<file path="src/rtl/trace_serializer.sv">
// rtl/trace_serializer.sv - replays trace memory words as n-bit slices over a valid/ready stream
// Two word slots (active + prefetch) keep back-to-back words gapless.
module trace_serializer #(
  parameter int TRB_WIDTH       = 32,
  parameter int TRB_MAX_TRACES  = 8,
  parameter int TRB_NTRACE_BITS = 3
) (
  input  logic                       CLK_I,
  input  logic                       RST_NI,
  input  logic [TRB_NTRACE_BITS-1:0] EXP_TRACES_I,
  input  logic [TRB_WIDTH-1:0]       DATA_I,
  input  logic                       LOAD_PERM_I,
  output logic                       LOAD_O,
  output logic                       TRACE_VALID_O,
  input  logic                       TRACE_READY_I,
  output logic [TRB_MAX_TRACES-1:0]  TRACE_O
);

  localparam int PW = $clog2(TRB_WIDTH);
  localparam int MW = $clog2(TRB_MAX_TRACES);
  // Wide enough that pos + n never wraps before the end-of-word compare.
  localparam int CW = PW + 2;

  logic [TRB_WIDTH-1:0]      wreg, wreg_n, breg, breg_n, shifted;
  logic                      wvalid, wvalid_n, bvalid, bvalid_n, run;
  logic [PW-1:0]             pos, pos_n;
  logic [CW-1:0]             n_beat;
  logic [TRB_MAX_TRACES-1:0] trace_q, slice_n;
  logic                      fire, last, slot_free;

  always_comb begin
    n_beat = CW'(TRB_MAX_TRACES);
    if (int'(EXP_TRACES_I) < MW) n_beat = CW'(1) << EXP_TRACES_I;
  end

  assign fire      = wvalid & TRACE_READY_I;
  assign last      = fire & ((CW'(pos) + n_beat) >= CW'(TRB_WIDTH));
  assign slot_free = ~wvalid | last;
  assign LOAD_O    = run & LOAD_PERM_I & ~bvalid;

  always_comb begin
    wreg_n   = wreg;
    breg_n   = breg;
    wvalid_n = wvalid;
    bvalid_n = bvalid;
    pos_n    = pos;
    if (last) begin
      pos_n    = '0;
      wvalid_n = 1'b0;
    end else if (fire) begin
      pos_n = PW'(CW'(pos) + n_beat);
    end
    if (slot_free && bvalid) begin
      wreg_n   = breg;
      wvalid_n = 1'b1;
      bvalid_n = 1'b0;
    end
    if (LOAD_O) begin
      if (slot_free) begin
        wreg_n   = DATA_I;
        wvalid_n = 1'b1;
      end else begin
        breg_n   = DATA_I;
        bvalid_n = 1'b1;
      end
    end
  end

  // Slice for the next cycle; bits past the word end shift in as zero.
  always_comb begin
    shifted = wreg_n >> pos_n;
    slice_n = '0;
    for (int i = 0; i < TRB_MAX_TRACES; i++) begin
      slice_n[i] = shifted[i] & (CW'(i) < n_beat);
    end
  end

  always_ff @(posedge CLK_I or negedge RST_NI) begin
    if (!RST_NI) begin
      run     <= 1'b0;
      wreg    <= '0;
      breg    <= '0;
      wvalid  <= 1'b0;
      bvalid  <= 1'b0;
      pos     <= '0;
      trace_q <= '0;
    end else begin
      run    <= 1'b1;
      wreg   <= wreg_n;
      breg   <= breg_n;
      wvalid <= wvalid_n;
      bvalid <= bvalid_n;
      pos    <= pos_n;
      if (wvalid_n) trace_q <= slice_n;
    end
  end

  assign TRACE_VALID_O = wvalid;
  assign TRACE_O       = trace_q;

endmodule

</file>
<file path="config.mk">
export PLATFORM = sky130hd
export DESIGN_NAME = trace_serializer
export DESIGN_NICKNAME = d
export VERILOG_FILES = /design/src/rtl/trace_serializer.sv
export SDC_FILE = /design/constraint.sdc
export NUM_CORES = 1
export LEC_CHECK = 0
export CORE_MARGIN = 5
export CORE_UTILIZATION = 35
export DETAILED_ROUTE_END_ITERATION = 8
export PLACE_DENSITY_LB_ADDON = 0.25
export SYNTH_ARGS = -nofsm -noshare
export SYNTH_HDL_FRONTEND = slang
export SYNTH_SLANG_ARGS = --single-unit
export TNS_END_PERCENT = 30
</file>
<file path="constraint.sdc">
create_clock -name CLK_I -period 3.85 [get_ports CLK_I]
set_input_delay 0.385 -clock CLK_I [delete_from_list [all_inputs] [get_ports CLK_I]]
set_output_delay 0.385 -clock CLK_I [all_outputs]
set_load 0.05 [all_outputs]
</file>
# Word level (Yosys, flattened, before mapping)
# Cells that the tools add are included.
[op_classes]
addsub = 1
reduce_logical = 2
muxes = 13
shifts = 2
magnitude_cmp = 10
n_bitwise = 16
[op_table]
columns = ["op", "n"]
rows = [
  ["32-bit 2-to-1 mux", 3],
  ["32-bit by 5-bit right shift with 8-bit output", 1],
  ["3-bit by 7-bit less-than comparator with 1-bit output (first input constant)", 4],
  ["1-bit by 7-bit less-than comparator with 1-bit output (first input constant)", 2],
  ["2-bit by 7-bit less-than comparator with 1-bit output (first input constant)", 2],
  ["1-bit AND", 12],
  ["5-bit 2-to-1 mux", 2],
  ["5-bit by 7-bit adder with 7-bit output", 1],
  ["7-bit by 6-bit greater-or-equal comparator with 1-bit output (second input constant)", 1],
  ["1-bit 2-to-1 mux", 7],
  ["7-bit 2-to-1 mux", 1],
  ["1-bit by 3-bit << shifter with 7-bit output (first input constant)", 1],
  ["3-bit by 2-bit less-than comparator with 1-bit output (second input constant)", 1],
  ["1-bit NOT", 3],
  ["2-bit AND reduction", 1],
  ["1-bit logical AND", 1],
  ["1-bit bitwise OR", 1],
]
[totals]
input_bits = 39
out_inout_bits = 10
ff_bits = 80
elab_cells = 51

# Longest topological paths before layout
[depth]
depth_word = 12
ltp_mapped = 14

# Worst setup path before layout
# OpenSTA, ideal clock, no wires.
[synth_path]
path_kind = "in2reg"
startpoint = "input port EXP_TRACES_I[0]"
endpoint = "register trace_q[0], in the netlist TRACE_O[0]"
t_required_ns = 3.724
path_buffers = 3
slack_ns = 0.708
t_arrival_ns = 3.016
setup_ns = 0.126
cell_stages = 14
cell_sequence = "nor3b_1 -> ha_1 -> buf_2 -> a31oi_2 -> a2bb2oi_4 -> buf_4 -> buf_4 -> a211oi_1 -> a221o_1 -> mux2i_1 -> mux2i_1 -> a21oi_1 -> o211ai_1 -> o32a_1"
[synth_between]
elab_chain_cells = 12
elab_cells_between_ends = 20
[synth_lines]
columns = ["item", "line_no", "text"]
rows = [
  ["start, declared", "10", "input logic [TRB_NTRACE_BITS-1:0] EXP_TRACES_I,"],
  ["3-bit by 2-bit less-than comparator with 1-bit output or 1-bit by 3-bit << shifter with 7-bit output (tied branches)", "33", "if (int'(EXP_TRACES_I) < MW) n_beat = CW'(1) << EXP_TRACES_I;"],
  ["7-bit 2-to-1 mux (*)", "33", ""],
  ["5-bit by 7-bit adder with 7-bit output (*)", "51", "pos_n = PW'(CW'(pos) + n_beat);"],
  ["7-bit by 6-bit greater-or-equal comparator with 1-bit output (*)", "37", "assign last = fire & ((CW'(pos) + n_beat) >= CW'(TRB_WIDTH));"],
  ["1-bit AND (*)", "37", ""],
  ["1-bit bitwise OR (*)", "38", "assign slot_free = ~wvalid | last;"],
  ["1-bit logical AND", "53", "if (slot_free && bvalid) begin"],
  ["32-bit 2-to-1 mux", "53", ""],
  ["32-bit 2-to-1 mux", "59", "if (slot_free) begin"],
  ["32-bit 2-to-1 mux (*)", "58", "if (LOAD_O) begin"],
  ["net wreg_n[12]", "24", "logic [TRB_WIDTH-1:0] wreg, wreg_n, breg, breg_n, shifted;"],
  ["32-bit by 5-bit right shift with 8-bit output (*)", "71", "shifted = wreg_n >> pos_n;"],
  ["1-bit AND (*)", "74", "slice_n[i] = shifted[i] & (CW'(i) < n_beat);"],
  ["end signal, assigned", "94", "if (wvalid_n) trace_q <= slice_n;"],
  ["end, declared", "28", "logic [TRB_MAX_TRACES-1:0] trace_q, slice_n;"],
]
# The timed path passes the listed nets; every way through them passes the cells marked *.
# A chain may end at the register's enable or synchronous reset.

# Final worst setup path
[layout_path]
startpoint = "input port EXP_TRACES_I[1]"
endpoint = "register trace_q[0], in the netlist TRACE_O[0]"
# Same word-level chain as after synthesis.

==> run_summary.xml <==
<?xml version="1.0" encoding="UTF-8"?>
<metrics>
  <group name="status">
    <metric name="status" unit="">complete, no violations</metric>
  </group>
  <group name="critical_path">
    <metric name="critical_path_required" unit="ps">4080</metric>
    <metric name="critPathMaxFanout" unit="">13</metric>
    <metric name="max_stage_delay" unit="ps">480</metric>
    <metric name="critical_path_class" unit="">in -&gt; reg</metric>
    <metric name="worst-r2r-cell-count" unit="">11</metric>
    <metric name="critPathSlowestCell" unit="">sky130_fd_sc_hd__clkdlybuf4s50_1</metric>
    <metric name="setup.worst_path.end_class" unit="">flop</metric>
    <metric name="timing.critical_path.arrival" unit="ps">3880</metric>
    <metric name="internal_reg_to_reg_setup_slack" unit="ps">510</metric>
    <metric name="startpoint_type" unit="">input port</metric>
    <metric name="worst_r2r_startpoint" unit="">pos[4]</metric>
    <metric name="cp_common_cell" unit="">sky130_fd_sc_hd__buf_4</metric>
    <metric name="reg_to_reg_end" unit="">TRACE_O[1]</metric>
    <metric name="path_cells" unit="">clkdlybuf4s50_1 &gt; buf_4 &gt; a21o_1 &gt; ha_1 &gt; o2111a_1 &gt; buf_4 &gt; o2bb2ai_2 &gt; buf_12 &gt; buf_4 &gt; o211ai_1 &gt; nand4_1 &gt; mux2i_1 &gt; mux2i_1 &gt; o211ai_1 &gt; a21oi_1 &gt; o32a_1</metric>
  </group>
  <group name="routing">
    <metric name="antenna_left" unit="">0</metric>
    <metric name="drt_pre_antenna_iters" unit="">5</metric>
    <metric name="drt_drc_violations_left" unit="">0</metric>
    <metric name="drt-total-wl" unit="um">17800</metric>
    <metric name="detail_route.wl_per_cell" unit="um">20.2</metric>
    <metric name="num_vias" unit="">5200</metric>
    <metric name="drt_iter0_markers" unit="">472</metric>
    <metric name="via_per_inst" unit="">5.92</metric>
  </group>
  <group name="floorplan">
    <metric name="io-pin-count" unit="">49</metric>
    <metric name="floorplan.core_area" unit="mm2">0.0151</metric>
    <metric name="fp.dieW" unit="um">133</metric>
    <metric name="rows" unit="">45</metric>
    <metric name="design.die.area" unit="mm2">0.0178</metric>
    <metric name="vert_die_dim" unit="um">133</metric>
    <metric name="starting_density_of_the_core" unit="%">35.3</metric>
  </group>
  <group name="clock_network">
    <metric name="cts_made_buffers" unit="">9</metric>
    <metric name="cts.htree.levels" unit="">3</metric>
    <metric name="cts_hold_buf" unit="">0</metric>
    <metric name="clock_tree.root_cell" unit="">sky130_fd_sc_hd__clkbuf_16</metric>
    <metric name="cts.sink_count" unit="">80</metric>
    <metric name="clk_path_buf_depth" unit="">2</metric>
    <metric name="cts_tree" unit="">built</metric>
    <metric name="clk_pin_slew_worst_paths" unit="ps">60</metric>
    <metric name="post_cts_buffers" unit="">0</metric>
    <metric name="clock_latency_late_sink" unit="ps">350</metric>
  </group>
  <group name="placement">
    <metric name="dp_worst_setup_slack" unit="ps">-395</metric>
    <metric name="post-place-cells" unit="">864</metric>
    <metric name="hpwl" unit="um">13700</metric>
    <metric name="globalplace.congestion" unit="">0.948</metric>
    <metric name="place_area" unit="mm2">0.00675</metric>
    <metric name="buffer_ports.inserted" unit="">48</metric>
  </group>
  <group name="power_and_ir_drop">
    <metric name="power-per-cell-area" unit="mW/mm2">959</metric>
    <metric name="leakage" unit="nW">3.06</metric>
    <metric name="power.total" unit="mW">6.79</metric>
    <metric name="peakVddDrop" unit="V">0.000372</metric>
  </group>
  <group name="timing">
    <metric name="max_slew_violation_count" unit="">0</metric>
    <metric name="period_needed" unit="ps">3650</metric>
    <metric name="rsz0062_at_grt" unit="">no</metric>
    <metric name="max_clock_freq" unit="MHz">274</metric>
    <metric name="report.final.hold_viol_count" unit="">0</metric>
    <metric name="worstMarginPinSlew" unit="ps">1040</metric>
    <metric name="post-route-worst-setup-slack" unit="ps">201</metric>
    <metric name="timing.clock.skew" unit="ps">8.68</metric>
    <metric name="min_period_over_period" unit="%">94.8</metric>
    <metric name="report.final.setup_viol" unit="">0</metric>
    <metric name="worst_hold_slack_across_all_endpoints" unit="ps">224</metric>
    <metric name="slew-limit-headroom" unit="%">30.9</metric>
  </group>
  <group name="global_route">
    <metric name="largest_net_degree_at_the_start_of_global_routing" unit="">81</metric>
    <metric name="grt_pass1_vias" unit="">5441</metric>
    <metric name="grt_pass1_wl" unit="um">29400</metric>
    <metric name="antenna_violations_before_repair" unit="">0</metric>
    <metric name="grt_usage" unit="%">20.7</metric>
    <metric name="grt.overflow.total" unit="">0</metric>
  </group>
  <group name="synth">
    <metric name="synth.net_count" unit="">593</metric>
    <metric name="cell_type_contributing_the_most_total_cell_area_after_synthesis" unit="">sky130_fd_sc_hd__dfrtp_1</metric>
    <metric name="post_synth_inst_count" unit="">549</metric>
    <metric name="synthesis.area" unit="mm2">0.00533</metric>
    <metric name="synth-async-reset-ratio" unit="%">100</metric>
    <metric name="postSynthRegisterBits" unit="">80</metric>
    <metric name="synth_largest_type_area_fraction" unit="%">37.5</metric>
    <metric name="synth_edf_count" unit="">0</metric>
    <metric name="yosys_warnings" unit="">0</metric>
    <metric name="syn_area_per_cell" unit="um2">9.72</metric>
    <metric name="ys_types" unit="">84</metric>
    <metric name="postSynth.topFlopCell" unit="">sky130_fd_sc_hd__dfrtp_1</metric>
    <metric name="yosys-top-cells-area" unit="">sky130_fd_sc_hd__dfrtp_1 38%, sky130_fd_sc_hd__mux2_2 7.4%, sky130_fd_sc_hd__mux2i_1 6.9%</metric>
    <metric name="synth-seq-area-share" unit="%">37.5</metric>
  </group>
  <group name="cells_and_area">
    <metric name="post_route_cells_drive_above_1_share" unit="%">28.2</metric>
    <metric name="finalInstanceArea" unit="mm2">0.00708</metric>
    <metric name="layout_commonest_cell" unit="">sky130_fd_sc_hd__buf_4</metric>
    <metric name="final_cell_mix" unit="">111 x sky130_fd_sc_hd__buf_4, 80 x sky130_fd_sc_hd__dfrtp_1, 47 x sky130_fd_sc_hd__clkdlybuf4s50_1</metric>
    <metric name="antenna-diode-count" unit="">0</metric>
    <metric name="finish.net_count" unit="">731</metric>
    <metric name="syn_to_final_growth" unit="%">32.7</metric>
    <metric name="stdcell_count" unit="">879</metric>
  </group>
  <group name="hold_path">
    <metric name="worstHoldPathType" unit="">in -&gt; async</metric>
  </group>
  <group name="flow_run">
    <metric name="drv.max_cap_violation_count" unit="">0</metric>
  </group>
</metrics>
how the worst max path moves through the flow:
stage	slack, ps	to	startpoint	cells past startpoint
2_1_floorplan	710	TRACE_O[0]	EXP_TRACES_I[0]	14
3_3_place_gp	-310	TRACE_O[7]	EXP_TRACES_I[1]	15
3_5_place_dp	-390	TRACE_O[7]	EXP_TRACES_I[1]	15
4_1_cts	20	TRACE_O[7]	EXP_TRACES_I[1]	15
5_1_grt	3	TRACE_O[0]	EXP_TRACES_I[1]	14
6_report	200	TRACE_O[0]	EXP_TRACES_I[1]	16
power breakdown:
group / total, mW / internal (mW) / leakage (nW) / switching [mW]
Clock: 0.893 / 0.535 / 0.144 / 0.358
Combinational: 4.41 / 2.00 / 1.97 / 2.41
Sequential: 1.49 / 1.25 / 0.946 / 0.240
Total: 6.79 / 3.78 / 3.06 / 3.01
flip-flops by register name, indices dropped and copies added, names as in the netlist:
register       cells
run                1
bvalid             1
wreg              32
TRACE_VALID_O      1
pos                5
breg              32
TRACE_O            8
worst max-delay path, delay by kind of cell:
kind                     cells  cell delay, ps
AO/OA/AOI/OAI                7            1340
adder cells (fa/ha/maj)      1             350
buffers and inverters        5            1100
multiplexers                 2             470
AND/OR/NAND/NOR              1             220
final cells by class:
type	instances	area (um2)
clock buffer	11	253
inverter	22	88.8
timing repair buffer	162	1380
sequential	80	2000
clock inverter	4	53.8
tap	188	235
fill	1477	8010
multi-input combinational	412	3070
logic make-up after synthesis:
logic type | Yosys count | synth area share, %
buffers and inverters | 57 | 5.32
other | 2 | 0.141
AOI/OAI and AO/OA | 176 | 25.5
adders and majority gates | 5 | 1.17
DFF | 80 | 37.5
xor gates and xnor gates | 1 | 0.164
muxes | 73 | 14.8
and+or+nand+nor | 155 | 15.5
cell usage after synthesis, types with 3 or more instances:
cell type	number
sky130_fd_sc_hd__o21ai_0	15
sky130_fd_sc_hd__nand3_1	34
sky130_fd_sc_hd__buf_4	5
sky130_fd_sc_hd__a22o_1	5
sky130_fd_sc_hd__and2_1	4
sky130_fd_sc_hd__or3_1	3
sky130_fd_sc_hd__inv_1	17
sky130_fd_sc_hd__ha_1	5
sky130_fd_sc_hd__a22oi_1	11
sky130_fd_sc_hd__o22ai_1	21
sky130_fd_sc_hd__a211oi_1	14
sky130_fd_sc_hd__a211o_1	8
sky130_fd_sc_hd__buf_2	18
sky130_fd_sc_hd__a31oi_1	4
sky130_fd_sc_hd__a221o_1	13
sky130_fd_sc_hd__mux2_2	35
sky130_fd_sc_hd__o221a_2	5
sky130_fd_sc_hd__nand3b_1	3
sky130_fd_sc_hd__clkbuf_1	9
sky130_fd_sc_hd__o2111ai_1	3
sky130_fd_sc_hd__dfrtp_1	80
sky130_fd_sc_hd__nor2_1	32
sky130_fd_sc_hd__nand4_1	11
sky130_fd_sc_hd__a21oi_1	21
sky130_fd_sc_hd__o21ai_1	3
sky130_fd_sc_hd__mux2i_1	37
sky130_fd_sc_hd__buf_6	3
sky130_fd_sc_hd__o211ai_1	18
sky130_fd_sc_hd__a21o_1	3
sky130_fd_sc_hd__nand2_1	36
sky130_fd_sc_hd__nor3_1	7
repair_timing:
| action | 4_1_cts | 5_1_grt |
|---|---|---|
| pin swaps | 0 | 1 |
| endpoints found under the hold margin | 0 | 0 |
| resized for setup | 1 | 7 |
| setup endpoints to repair | 1 | 6 |
layer usage:
layer | GRT usage (%) | part of all wire, % | up-vias
met5 | 0 | 0 | -
met4 | 10.7 | 4.3 | 0
met3 | 2.83 | 4.0 | 53
met2 | 34.0 | 48 | 173
met1 | 26.5 | 44 | 2561
li1 | - | - | 2413
metrics by stage:
| step | util [%] | TNS [ps] |
|---|---|---|
| after detailed placement | 44.7 | -1550 |
| after floorplan | - | 0 |
| after global routing | 46.9 | 0 |
| after CTS | 46.8 | 0 |
| final | 46.9 | 0 |
| after global placement | 44.7 | -959 |
Power figures use the tool's default switching activity.
